$ cat src/rtl/mem_copy.sv
// mem_copy: single-channel word copy engine.
// Reads one 32-bit word from the source pointer, writes it to the destination
// pointer, advances both by 4 bytes and repeats until the word count is used
// up. At most one bus transaction is in flight at any time.
// Optional build macro MEM_COPY_ABORT_EN adds an abort_i input that ends the
// copy after the word whose write response is being taken.
`timescale 1ns/1ps

module mem_copy #(
    parameter int LEN_W = 16
) (
    input  logic             clk,
    input  logic             rst_n,
    input  logic             start_i,
    input  logic [31:0]      src_addr_i,
    input  logic [31:0]      dst_addr_i,
    input  logic [LEN_W-1:0] len_i,
`ifdef MEM_COPY_ABORT_EN
    input  logic             abort_i,
`endif
    output logic             busy_o,
    output logic             done_o,
    output logic [31:0]      addr_o,
    output logic [31:0]      data_o,
    output logic [3:0]       sel_o,
    output logic             we_o,
    input  logic [31:0]      data_i,
    output logic             req_valid_o,
    input  logic             req_ready_i,
    input  logic             rsp_valid_i,
    output logic             rsp_ready_o
);

    localparam logic [2:0] IDLE   = 3'd0;
    localparam logic [2:0] RD_REQ = 3'd1;
    localparam logic [2:0] RD_RSP = 3'd2;
    localparam logic [2:0] WR_REQ = 3'd3;
    localparam logic [2:0] WR_RSP = 3'd4;
    localparam logic [2:0] DONE   = 3'd5;

    logic [2:0]       state;
    logic [2:0]       state_nxt;
    logic [29:0]      src_ptr;     // word pointers: byte address bits [31:2]
    logic [29:0]      dst_ptr;
    logic [LEN_W-1:0] count;
    logic [31:0]      word_buf;
    logic             req_fire;
    logic             rsp_fire;
    logic             abort_now;
    logic             last_word;

    // Byte-offset bits of the start addresses are dropped on purpose.
    logic             unused_addr_bits;
    assign unused_addr_bits = ^{src_addr_i[1:0], dst_addr_i[1:0]};

    assign req_fire  = req_valid_o && req_ready_i;
    assign rsp_fire  = rsp_valid_i && rsp_ready_o;
    assign last_word = (count == LEN_W'(1)) || abort_now;
    assign sel_o     = 4'b1111;

`ifdef MEM_COPY_ABORT_EN
    logic abort_pend;

    assign abort_now = abort_i || abort_pend;

    // Remember an abort seen mid-copy until the next write response is taken.
    always_ff @(posedge clk or negedge rst_n) begin
        if (!rst_n) begin
            abort_pend <= 1'b0;
        end else if (state == IDLE || state == DONE) begin
            abort_pend <= 1'b0;
        end else if (state == WR_RSP && rsp_fire) begin
            abort_pend <= 1'b0;
        end else if (abort_i) begin
            abort_pend <= 1'b1;
        end
    end
`else
    assign abort_now = 1'b0;
`endif

    // State register.
    // NOTE: clocked state uses non-blocking assignments so every register
    // samples the pre-edge values of the others.
    always_ff @(posedge clk or negedge rst_n) begin
        if (!rst_n) begin
            state <= IDLE;
        end else begin
            state <= state_nxt;
        end
    end

    // Next-state logic: one outstanding transaction, read then write per word.
    // NOTE: the default assignment first keeps this block free of latches.
    always_comb begin
        state_nxt = state;
        case (state)
            IDLE: begin
                if (start_i) begin
                    state_nxt = (len_i == '0) ? DONE : RD_REQ;
                end
            end
            RD_REQ: if (req_fire) state_nxt = RD_RSP;
            RD_RSP: if (rsp_fire) state_nxt = WR_REQ;
            WR_REQ: if (req_fire) state_nxt = WR_RSP;
            WR_RSP: begin
                if (rsp_fire) begin
                    state_nxt = last_word ? DONE : RD_REQ;
                end
            end
            DONE:    state_nxt = IDLE;
            default: state_nxt = IDLE;
        endcase
    end

    // Pointers, remaining count and the word buffer.
    always_ff @(posedge clk or negedge rst_n) begin
        if (!rst_n) begin
            src_ptr  <= '0;
            dst_ptr  <= '0;
            count    <= '0;
            word_buf <= '0;
        end else begin
            case (state)
                IDLE: begin
                    if (start_i) begin
                        src_ptr <= src_addr_i[31:2];
                        dst_ptr <= dst_addr_i[31:2];
                        count   <= len_i;
                    end
                end
                RD_RSP: begin
                    if (rsp_fire) begin
                        word_buf <= data_i;
                    end
                end
                WR_RSP: begin
                    if (rsp_fire) begin
                        // 30-bit word pointers wrap modulo 2^32 bytes for free.
                        count   <= count - LEN_W'(1);
                        src_ptr <= src_ptr + 30'd1;
                        dst_ptr <= dst_ptr + 30'd1;
                    end
                end
                default: ;
            endcase
        end
    end

    // Moore outputs decoded from the state; requests stay stable while pending.
    always_comb begin
        busy_o      = 1'b0;
        done_o      = 1'b0;
        addr_o      = '0;
        data_o      = '0;
        we_o        = 1'b0;
        req_valid_o = 1'b0;
        rsp_ready_o = 1'b0;
        case (state)
            RD_REQ: begin
                busy_o      = 1'b1;
                req_valid_o = 1'b1;
                addr_o      = {src_ptr, 2'b00};
            end
            RD_RSP: begin
                busy_o      = 1'b1;
                rsp_ready_o = 1'b1;
            end
            WR_REQ: begin
                busy_o      = 1'b1;
                req_valid_o = 1'b1;
                we_o        = 1'b1;
                addr_o      = {dst_ptr, 2'b00};
                data_o      = word_buf;
            end
            WR_RSP: begin
                busy_o      = 1'b1;
                rsp_ready_o = 1'b1;
            end
            DONE: begin
                done_o = 1'b1;
            end
            default: ;
        endcase
    end

endmodule

$ cat config.mk
export PLATFORM = sky130hd
export DESIGN_NAME = mem_copy
export DESIGN_NICKNAME = d
export VERILOG_FILES = /design/src/rtl/mem_copy.sv
export SDC_FILE = /design/constraint.sdc
export NUM_CORES = 1
export LEC_CHECK = 0
export CAP_MARGIN = 10
export CORE_MARGIN = 2
export CORE_UTILIZATION = 27
export DETAILED_ROUTE_END_ITERATION = 10
export GPL_TIMING_DRIVEN = 0
export SLEW_MARGIN = 15
export SYNTH_ARGS = -nofsm -noshare
export SYNTH_HDL_FRONTEND = slang
export SYNTH_SLANG_ARGS = --single-unit
$ cat constraint.sdc
create_clock -name clk -period 1.99 [get_ports clk]
set_input_delay 0.398 -clock clk [delete_from_list [all_inputs] [get_ports clk]]
set_output_delay 0.398 -clock clk [all_outputs]
set_load 0.005 [all_outputs]
# --- Word level (Yosys, flattened, before mapping) ---
# Cells that the tools add are included.
# W data, S select, Z words.
op_classes:
  muxes: 24
  addsub: 3
  n_reduce_logical: 11
  n_eq_ne: 11
op_table:
  columns: ["operator", "n"]
  rows:
  - ["$mux W30", 4]
  - ["$pmux W30 S2", 2]
  - ["$pmux W32 S2", 1]
  - ["$add A30 B1 Y30 const B", 2]
  - ["$mux W16", 2]
  - ["$mux W32", 1]
  - ["$pmux W16 S2", 1]
  - ["$mux W3", 7]
  - ["$eq A16 B1 Y1 const B", 1]
  - ["$logic_not A16 Y1", 1]
  - ["$sub A16 B1 Y16 const B", 1]
  - ["$pmux W3 S5", 1]
  - ["$ne A2 B2 Y1 const B", 5]
  - ["$eq A3 B2 Y1 const B", 2]
  - ["$eq A3 B3 Y1 const B", 2]
  - ["$mux W1", 5]
  - ["$reduce_and A5 Y1", 1]
  - ["$reduce_or A2 Y1", 2]
  - ["$reduce_or A4 Y1", 1]
  - ["$eq A3 B1 Y1 const B", 1]
  - ["$logic_not A3 Y1", 1]
  - ["$reduce_and A3 Y1", 1]
  - ["$logic_and A1 B1 Y1", 2]
  - ["$reduce_and A2 Y1", 1]
  - ["$reduce_bool A2 Y1", 1]
word_totals:
  input_bits: 117
  register_bits: 111
  output_inout_bits: 73
  elab_cells: 54

# --- Depth between registers and ports, before layout ---
# Gate-level depths: netlist (run 1).
depth:
  ltp_word: 6
  ltp_mapped: 9
  mapped_depth_nobuf: 6

# --- Worst setup path after synthesis (run 1) ---
# Ideal clock, no wire load.
synth_timing:
  kind: "flip-flop to output port"
  startpoint: "reg state[1]"
  endpoint: "out addr_o[10]"
  t_arrival_ps: 1571
  setup_slack_ps: 21
  required_ps: 1592
  stages_incl_launch_ff: 6
  n_path_buf: 3
  path_cell_list: "dfrtp_1 -> clkbuf_1 -> buf_1 -> clkbuf_1 -> mux2i_1 -> nor2_1"
synth_via:
  elab_chain_cells: 2
  elab_cells_between_ends: 3
  cone_classes: "eq/ne: 2; mux: 1"
synth_rtl:
  columns: ["item", "line", "source"]
  rows:
  - ["start: declaration", "41", "logic [2:0] state;"]
  - ["start signal: assignment", "89", "state <= state_nxt;"]
  - ["$eq A3 B2 Y1 or $eq A3 B1 Y1 (tied branches)", "159", "case (state)"]
  - ["$pmux W32 S2 (*)", "159", null]
  - ["end: declaration", "23", "output logic [31:0] addr_o,"]
# Every way passes the cells marked *; elsewhere a longest branch is shown, timed or not.

# --- Final worst setup path (run 1) ---
layout_timing:
  startpoint: "reg state[1]"
  endpoint: "out addr_o[21]"
# The elaborated chain is that of the path after synthesis.

==> impl_metrics.tcl, run 1 <==
set metrics [dict create \
    critPathArrivalTime_ns 1.66 \
    synth.area.mux_share 0.101 \
    max_freq_ghz 0.486 \
    area_delta_synth_final_pct 51.1 \
    drv_cap 0 \
    postLayoutSetupSlackWorst_ns -0.0691 \
    tritoncts "built" \
    drive_gt1_frac 0.301 \
    dr.pass1.iters 5 \
    slew_headroom 0.565 \
    syn_avg_cell_area_sq_um 8.47 \
    rsz0062_at_grt "yes" \
    synth_top_family_by_area "simple AND/OR/NAND/NOR gates" \
    grt_pass1_vias 7486 \
    die_x_um 165 \
    async_flop_share 1.00 \
    totalWireLength_um 30800 \
    finalPower_w 0.0157 \
    grt_util_all_layers 0.219 \
    synth_compound_area_frac 0.187 \
    tightest_slew_ns 0.652 \
    fin_nets 1177 \
    status "complete, but fails checks" \
    setup_violations 20 \
    vias_per_cell 5.72 \
    yosys.area_share.adder 0.00715 \
    synthXorXnorAreaFrac 0.00250 \
    antenna_found_initial 1 \
    start_kind "flip-flop" \
    place_congestion 0.910 \
    n_fill_cell 2474 \
    drc 0 \
    start_util 0.277 \
    period_minus_slack_ns 2.06 \
    synth_edf_count 0 \
    vdd_drop_max_mv 0.580 \
    ys_warn_count 0 \
    io_buffers 179 \
    clock_latency_ns 0.36 \
    synth_top_area_frac 0.397 \
    worst_hold_slack_ns 0.0209 \
    min_period_over_period 1.03 \
    root_buffer "clkbuf_16" \
    clockBufferDepth 2 \
    path_max_fanout 6 \
    cts_inserted_buffers 9 \
    yosysSeqAreaShare 0.397 \
    worst_hold_path_type "in2async" \
    grt_remaining_overflow 0 \
    die_h_um 165 \
    critical_path_class "reg2out" \
    synthCells 827 \
    crit_required_ns 1.59 \
    drt_iter0_drc 883 \
    final_antenna_net_count 0 \
    end_kind "primary output" \
    synthFlopType "dfrtp_1" \
    yosysUniqueCellTypes 60 \
    violations "negative setup slack" \
    dp_hpwl_um 21000 \
    synth_area_leaders "dfrtp_1, mux2_2, mux2i_1" \
    num_vias 7958 \
    p_leak_nw 4.37 \
    syn_area_sq_mm 0.00700 \
    setup_tns_ns -0.837 \
    dp_slack_ns -1.21 \
    yosysTopAreaCell "dfrtp_1" \
    final.setup_skew_ns 0.00651 \
    clk_pin_slew_ns 0.08 \
    finalHoldViolations 0 \
    dieArea_sq_mm 0.0272 \
    yosys.area_share.simple 0.252 \
    htreeDepth 3 \
    hold_buffers 0 \
    numClockSinks 111 \
    wire_per_inst_um 22.1 \
    std_cell_rows 58 \
    p_per_area_mw_per_mm2 1490 \
    core_region_area_sq_mm 0.0253 \
    grt_pass1_wl_um 44700 \
    synth_seq_cells 111 \
    final_util 0.418 \
    drv_slew 0 \
    ios 190 \
    grt_max_degree 65 \
]
area by class of cell:
| class | instances | area [sq um] | area share |
|---|---|---|---|
| inverter | 13 | 53.8 | 0.00508 |
| multi-input combinational | 632 | 4310 | 0.407 |
| buffer | 67 | 682 | 0.0644 |
| tap | 330 | 413 | 0.0390 |
| timing repair buffer | 222 | 2010 | 0.190 |
| clock inverter | 5 | 63.8 | 0.00603 |
| antenna | 1 | 2.50 | 0.000236 |
| sequential | 111 | 2800 | 0.264 |
| clock buffer | 11 | 253 | 0.0239 |
cell usage after synthesis, types with 25 or more instances:
master / count
nor2_1: 90
clkbuf_1: 58
nand3_1: 49
mux2_2: 32
o21ai_0: 37
and3_1: 52
mux2i_1: 35
nor3_1: 27
dfrtp_1: 111
a2bb2oi_1: 25
nand2_1: 59
a21oi_1: 65
path summary, 6_finish.rpt:
kind                       depth (start not counted)                startpoint                  endpoint  slack (ns)
setup reg to reg                                   5      count[7]$_DFFE_PN0P_     count[14]$_DFFE_PN0P_        0.03
setup / recovery                                   6      state[1]$_DFFE_PN0P_                addr_o[21]       -0.07
hold / removal                                     1                     rst_n  word_buf[30]$_DFFE_PN0P_        0.02
hold reg to reg                                    1  word_buf[15]$_DFFE_PN0P_  word_buf[15]$_DFFE_PN0P_        0.50
min in group clk                                   1  word_buf[15]$_DFFE_PN0P_  word_buf[15]$_DFFE_PN0P_        0.50
max in group asynchronous                          2                     rst_n   dst_ptr[11]$_DFFE_PN0P_        1.24
flip-flops by register name, indices dropped and copies added, names as in the netlist:
register	count
word_buf	32
dst_ptr	30
state	3
count	16
src_ptr	30
stage by stage:
step	instances	cell area, sq um
2_1_floorplan	831	7020
3_3_place_gp	1340	9220
3_5_place_dp	1341	9250
4_1_cts	1374	10100
5_1_grt	1392	10600
6_report	1392	10600
cell families (layout without fill, tap and decap cells):
group | after synthesis | after routing
AND/OR/NAND/NOR | 348 | 349
AO/OA/AOI/OAI | 204 | 204
flip-flops | 111 | 111
buffers and inverters | 89 | 318
other | 2 | 7
XOR/XNOR | 2 | 2
adder cells (fa/ha/maj) | 4 | 4
multiplexers | 67 | 67
worst max-delay path: stages, from the launching register on:
cell	delay (ns)
dfrtp_2	0.46
buf_12	0.16
buf_16	0.14
buf_12	0.15
mux2i_2	0.14
nor2_1	0.12
buf_2	0.12
metal layers:
layer	up-vias	global-route usage	part of all wire	routed length, um
li1	3536	-	-	-
met1	3855	0.289	0.39	12100
met2	476	0.354	0.47	14400
met3	91	0.0415	0.097	2980
met4	0	0.0874	0.044	1350
met5	-	0	0	0
power breakdown:
| group | leakage (nW) | internal (W) | switching, W |
|---|---|---|---|
| combinational | 2.94 | 0.00416 | 0.00475 |
| sequential | 1.28 | 0.00342 | 0.00142 |
| clock | 0.152 | 0.00106 | 0.000937 |
| total | 4.37 | 0.00864 | 0.00711 |
layout by cell type, fill, tap and decap left out, drive strengths merged, types with 37 or more instances in the layout:
cell / instances
nor2: 90
a21oi: 65
o21ai: 37
clkdlybuf4s50: 110
dfrtp: 111
clkbuf: 56
nand3: 49
and3: 52
buf: 125
nand2: 59
timing repair:
item	in CTS	in global routing
buffers inserted	21	20
pin swaps	22	20
gates cloned	3	2
endpoints found under the setup margin	174	161
resized for setup	406	134
Note: power is estimated with default switching activity, not from simulation.
==> run 2, diff against run 1 <==
--- a/config.mk
+++ b/config.mk
@@ -5,11 +5,13 @@
 export SDC_FILE = /design/constraint.sdc
 export NUM_CORES = 1
 export LEC_CHECK = 0
+export ABC_AREA = 1
 export CAP_MARGIN = 10
 export CORE_MARGIN = 2
 export CORE_UTILIZATION = 27
 export DETAILED_ROUTE_END_ITERATION = 10
 export GPL_TIMING_DRIVEN = 0
+export REMOVE_ABC_BUFFERS = 1
 export SLEW_MARGIN = 15
 export SYNTH_ARGS = -nofsm -noshare
 export SYNTH_HDL_FRONTEND = slang
==> impl_metrics.tcl, run 2 <==
set metrics [dict create \
    cpMaxStageDelayCell "dfrtp_2" \
    wire_per_inst_um 17.3 \
    synth_seq_cells 111 \
    grt_remaining_overflow 0 \
    place_congestion 0.892 \
    clock_latency_ns 0.37 \
    clk_pin_slew_ns 0.10 \
    setup_violations 65 \
    regToRegEndpoint "dst_ptr[11]$_DFFE_PN0P_" \
    tritoncts "built" \
    yosysTopAreaCell "dfrtp_1" \
    critical_path_class "reg2out" \
    final_antenna_net_count 0 \
    violations "negative setup slack" \
    layout_common_cells "nand2_1, inv_1, nor2_1" \
    synth_edf_count 0 \
    clockBufferDepth 2 \
    worst_hold_slack_ns 0.00104 \
    slowest_delay_ns 0.45 \
    slew_headroom 0.592 \
    grt_pass1_wl_um 47500 \
    vdd_drop_max_mv 0.695 \
    critPathArrivalTime_ns 1.84 \
    syn_avg_cell_area_sq_um 6.24 \
    ff2ff_setup_slack_ns 0 \
    tightest_slew_ns 0.611 \
    timing.rr.start "state[2]$_DFFE_PN0P_" \
    period_minus_slack_ns 2.24 \
    die_h_um 173 \
    dp_slack_ns -1.22 \
    start_kind "flip-flop" \
    r2r_cells 11 \
    grt_pass1_vias 8394 \
    async_flop_share 1.00 \
    die_x_um 173 \
    dr.pass1.iters 5 \
    ios 190 \
    drv_slew 0 \
    hold_buffers 0 \
    io_buffers 179 \
    setup_tns_ns -8.96 \
    finalPower_w 0.0158 \
    synthCells 1233 \
    htreeDepth 3 \
    start_util 0.276 \
    numClockSinks 111 \
    p_leak_nw 5.10 \
    synth_area_leaders "dfrtp_1, nand2_1, nor2_1" \
    std_cell_rows 61 \
    synth_top_area_frac 0.361 \
    cts_inserted_buffers 9 \
    reg.largest.list "word_buf x32, dst_ptr x30, src_ptr x30" \
    max_freq_ghz 0.447 \
    finalHoldViolations 0 \
    worst_hold_path_type "in2async" \
    p_per_area_mw_per_mm2 1400 \
    totalWireLength_um 31600 \
    largest_reg_flops 32 \
    root_buffer "clkbuf_16" \
    dp_hpwl_um 20200 \
    vias_per_cell 4.83 \
    layout_commonest_cell "nand2_1" \
    crit_buf_inv 4 \
    crit_required_ns 1.59 \
    end_kind "primary output" \
    yosys-top-cells-count "nand2_1, nor2_1, inv_1" \
    cp_top_family "buffers and inverters" \
    regMostFlops "word_buf" \
    min_period_over_period 1.12 \
    grt_max_degree 57 \
    drt_iter0_drc 688 \
    core_region_area_sq_mm 0.0279 \
    antenna_found_initial 2 \
    synthFlopType "dfrtp_1" \
    rsz0062_at_grt "yes" \
    num_vias 8810 \
    postLayoutSetupSlackWorst_ns -0.248 \
    ys_warn_count 0 \
    yosysSeqAreaShare 0.361 \
    yosysMostFrequentCell "nand2_1" \
    grt_util_all_layers 0.202 \
    fin_nets 1559 \
    area_delta_synth_final_pct 46.9 \
    drc 0 \
    yosysUniqueCellTypes 29 \
    drv_cap 0 \
    dieArea_sq_mm 0.0299 \
    crit_chain "buf_4, inv_8, nand3_4, buf_12, o22ai_2, clkdlybuf4s15_2" \
    status "complete, but fails checks" \
    worstSetupPathDepth 6 \
    drive_gt1_frac 0.170 \
    path_max_fanout 8 \
    final.setup_skew_ns 0.0163 \
    syn_area_sq_mm 0.00770 \
]
## run 2: cells by family (layout without fill, tap and decap cells)
family / count (synthesis) / in the layout / share of synthesized area
fa+ha+maj: 4 / 4 / 0.00650
flops: 111 / 111 / 0.361
xor+xnor: 4 / 4 / 0.00455
simple gates: 704 / 709 / 0.372
buf+inv: 217 / 418 / 0.121
other cells: 2 / 8 / 0.000976
compound gates: 191 / 191 / 0.134
## run 2: timing repair
action                     4_1_cts  5_1_grt
resized for setup              302      101
setup endpoints to repair      143      129
gates cloned                     9        6
pin swaps                        8        6
buffers inserted                36        9
## run 2: cell type report
class | count | area [sq um]
fill | 2991 | 16600
multi-input combinational | 914 | 4570
antenna | 2 | 5.00
clock inverter | 7 | 86.3
inverter | 162 | 676
tap | 378 | 473
sequential | 111 | 2780
timing repair inverter | 5 | 71.3
clock buffer | 9 | 225
timing repair buffer | 235 | 2420
## run 2: per-layer routing
layer,routed length [um],track usage
met5,0,0
met2,13500,0.305
met1,14200,0.284
met3,3300,0.0635
met4,486,0.0350
## run 2: how the worst max path moves through the flow
stage                         endpoint            startpoint  slack, ns
4_1_cts                      addr_o[4]  state[1]$_DFFE_PN0P_      -0.24
6_report                    addr_o[17]  state[2]$_DFFE_PN0P_      -0.25
2_1_floorplan    count[11]$_DFFE_PN0P_  state[0]$_DFFE_PN0P_      -1.72
3_5_place_dp     count[11]$_DFFE_PN0P_  state[0]$_DFFE_PN0P_      -1.22
5_1_grt                     data_o[14]  state[0]$_DFFE_PN0P_      -0.28
3_3_place_gp   word_buf[0]$_DFFE_PN0P_                 rst_n      -4.35
## run 2: report_power, final
part	switching, W	internal (W)
Clock	0.00107	0.000906
Combinational	0.00563	0.00372
Sequential	0.00114	0.00337
## run 2: per-stage QoR
stage / util / std cells / area, sq um
2_1_floorplan: - / 1182 / 7390
3_3_place_gp: 0.346 / 1739 / 9650
3_5_place_dp: 0.354 / 1747 / 9890
4_1_cts: 0.389 / 1808 / 10900
5_1_grt: 0.405 / 1821 / 11300
6_report: 0.405 / 1823 / 11300
## run 2: worst reg2reg max path: stages (launching register included)
cell and delay (ns):
dfrtp_2 0.45, buf_4 0.17, inv_8 0.08, buf_6 0.12
nor2_4 0.05, buf_4 0.14, buf_12 0.14, buf_16 0.16
buf_16 0.17, or2_2 0.28, nand3_1 0.08, nand2_1 0.05
==> run 3, diff against run 2 <==
--- a/config.mk
+++ b/config.mk
@@ -8,9 +8,12 @@
 export ABC_AREA = 1
 export CAP_MARGIN = 10
 export CORE_MARGIN = 2
-export CORE_UTILIZATION = 27
+export CORE_UTILIZATION = 46
+export CTS_CLUSTER_SIZE = 24
 export DETAILED_ROUTE_END_ITERATION = 10
 export GPL_TIMING_DRIVEN = 0
+export PLACE_DENSITY = 0.78
+export RECOVER_POWER = 25
 export REMOVE_ABC_BUFFERS = 1
 export SLEW_MARGIN = 15
 export SYNTH_ARGS = -nofsm -noshare
==> impl_metrics.tcl, run 3 (synthesis results as in run 2) <==
set metrics [dict create \
    slowest_delay_ns 0.45 \
    rsz0062_at_grt "yes" \
    setup_violations 65 \
    std_cell_rows 47 \
    vdd_drop_max_mv 1.08 \
    start_kind "flip-flop" \
    area_delta_synth_final_pct 47.1 \
    drc 0 \
    worst_hold_slack_ns 0.515 \
    tightest_slew_ns 1.07 \
    n_fill_cell 1365 \
    root_buffer "clkbuf_16" \
    cp_top_family "buffers and inverters" \
    worstSetupPathDepth 6 \
    layout_commonest_cell "nand2_1" \
    dieArea_sq_mm 0.0178 \
    drv_slew 0 \
    period_minus_slack_ns 2.21 \
    num_vias 9071 \
    status "complete, but fails checks" \
    io_buffers 179 \
    p_leak_nw 5.24 \
    regMostFlops "word_buf" \
    die_h_um 133 \
    finalHoldViolations 0 \
    postLayoutSetupSlackWorst_ns -0.218 \
    cts_inserted_buffers 9 \
    dp_hpwl_um 17800 \
    dp_slack_ns -1.07 \
    die_x_um 133 \
    min_period_over_period 1.11 \
    htreeDepth 3 \
    dr.pass1.iters 5 \
    cpMaxStageDelayCell "dfrtp_2" \
    slew_headroom 0.288 \
    antenna_found_initial 1 \
    clock_latency_ns 0.37 \
    stdcell_count 1671 \
    post-place-cells 1589 \
    clk_pin_slew_ns 0.08 \
    setup_tns_ns -9.13 \
    crit_chain "nor3_4, bufinv_16, buf_12, buf_8, o22ai_4, buf_6" \
    drv_cap 0 \
    final.setup_skew_ns 0.00660 \
    vias_per_cell 5.43 \
    critPathArrivalTime_ns 1.81 \
    max_freq_ghz 0.453 \
    layout_common_cells "nand2_1, inv_1, nor2_1" \
    clockBufferDepth 2 \
    drt_iter0_drc 969 \
    r2r_cells 11 \
    violations "negative setup slack" \
    critical_path_class "reg2out" \
    start_util 0.467 \
    p_per_area_mw_per_mm2 1430 \
    crit_buf_inv 4 \
    grt_max_degree 76 \
    path_max_fanout 6 \
    fin_nets 1566 \
    grt_util_all_layers 0.311 \
    tritoncts "built" \
    ios 190 \
    crit_required_ns 1.59 \
    end_kind "primary output" \
    grt_remaining_overflow 0 \
    grt_pass1_vias 8169 \
    largest_reg_flops 32 \
    totalWireLength_um 29500 \
    numClockSinks 111 \
    reg.largest.list "word_buf x32, dst_ptr x30, src_ptr x30" \
    finalPower_w 0.0162 \
    place_congestion 0.927 \
    final_antenna_net_count 0 \
    worst_hold_path_type "reg2reg" \
    grt_pass1_wl_um 43800 \
    drive_gt1_frac 0.179 \
    hold_depth 2 \
    wire_per_inst_um 17.7 \
    core_region_area_sq_mm 0.0165 \
]
==> run 3: cell types whose count changed in the layout (fill, tap and decap cells not counted), moves of 7 or more <==
cell	delta
buf_12	+14
nor2_1	-7
nor2_4	+24
buf_4	-10
nor2_2	-17
buf_2	+25
clkdlybuf4s15_2	-13
==> run 3: worst paths after layout <==
path,start,slack [ns],to
min in group asynchronous,rst_n,0.76,src_ptr[16]$_DFFE_PN0P_
min reg2reg,count[13]$_DFFE_PN0P_,0.51,count[13]$_DFFE_PN0P_
max reg2reg,state[1]$_DFFE_PN0P_,0,dst_ptr[5]$_DFFE_PN0P_
max,state[2]$_DFFE_PN0P_,-0.22,addr_o[4]
max in group asynchronous,rst_n,0.25,word_buf[6]$_DFFE_PN0P_
min,count[13]$_DFFE_PN0P_,0.51,count[13]$_DFFE_PN0P_
==> run 3: metal layers <==
layer  up-vias  global-route usage  part of all wire
li1       4323                   -                 -
met1      4236               0.432              0.41
met2       470               0.495              0.47
met3        40              0.0753              0.11
met4         2              0.0656             0.016
met5         -                   0            0.0018
==> run 3: report_power, final <==
part / internal, W / switching [W]
Clock: 0.000912 / 0.00105
Sequential: 0.00337 / 0.00117
Combinational: 0.00391 / 0.00575
Total: 0.00820 / 0.00797
==> run 3: final cells by class <==
class | count | area, sq um | area share
Timing Repair inverter | 6 | 104 | 0.00917
Clock buffer | 9 | 225 | 0.0199
Tap cell | 220 | 275 | 0.0243
Multi-Input combinational cell | 914 | 4710 | 0.416
Timing Repair Buffer | 241 | 2480 | 0.219
Antenna cell | 1 | 2.50 | 0.000221
Clock inverter | 7 | 81.3 | 0.00718
Sequential cell | 111 | 2780 | 0.245
Inverter | 162 | 664 | 0.0587
==> run 3: repair_timing <==
action | CTS | global route
pin swaps | 8 | 11
gates resized for setup | 379 | 80
hold endpoints to repair | 36 | 0
buffers inserted | 31 | 16
setup endpoints to repair | 142 | 138
hold buffers | 1 | 0
gates cloned | 12 | 6
==> run 3: tightest hold or removal path, stage by stage, from the launching register on <==
cell     delay [ns]
dfrtp_1        0.36
nand2_1        0.07
nand2_1        0.05
==> run 3: stage by stage <==
stage	cell area, sq um	util
floorplan	7390	-
global placement	9460	0.574
detailed placement	9670	0.587
CTS	10800	0.654
global route	11300	0.688
finish	11300	0.688
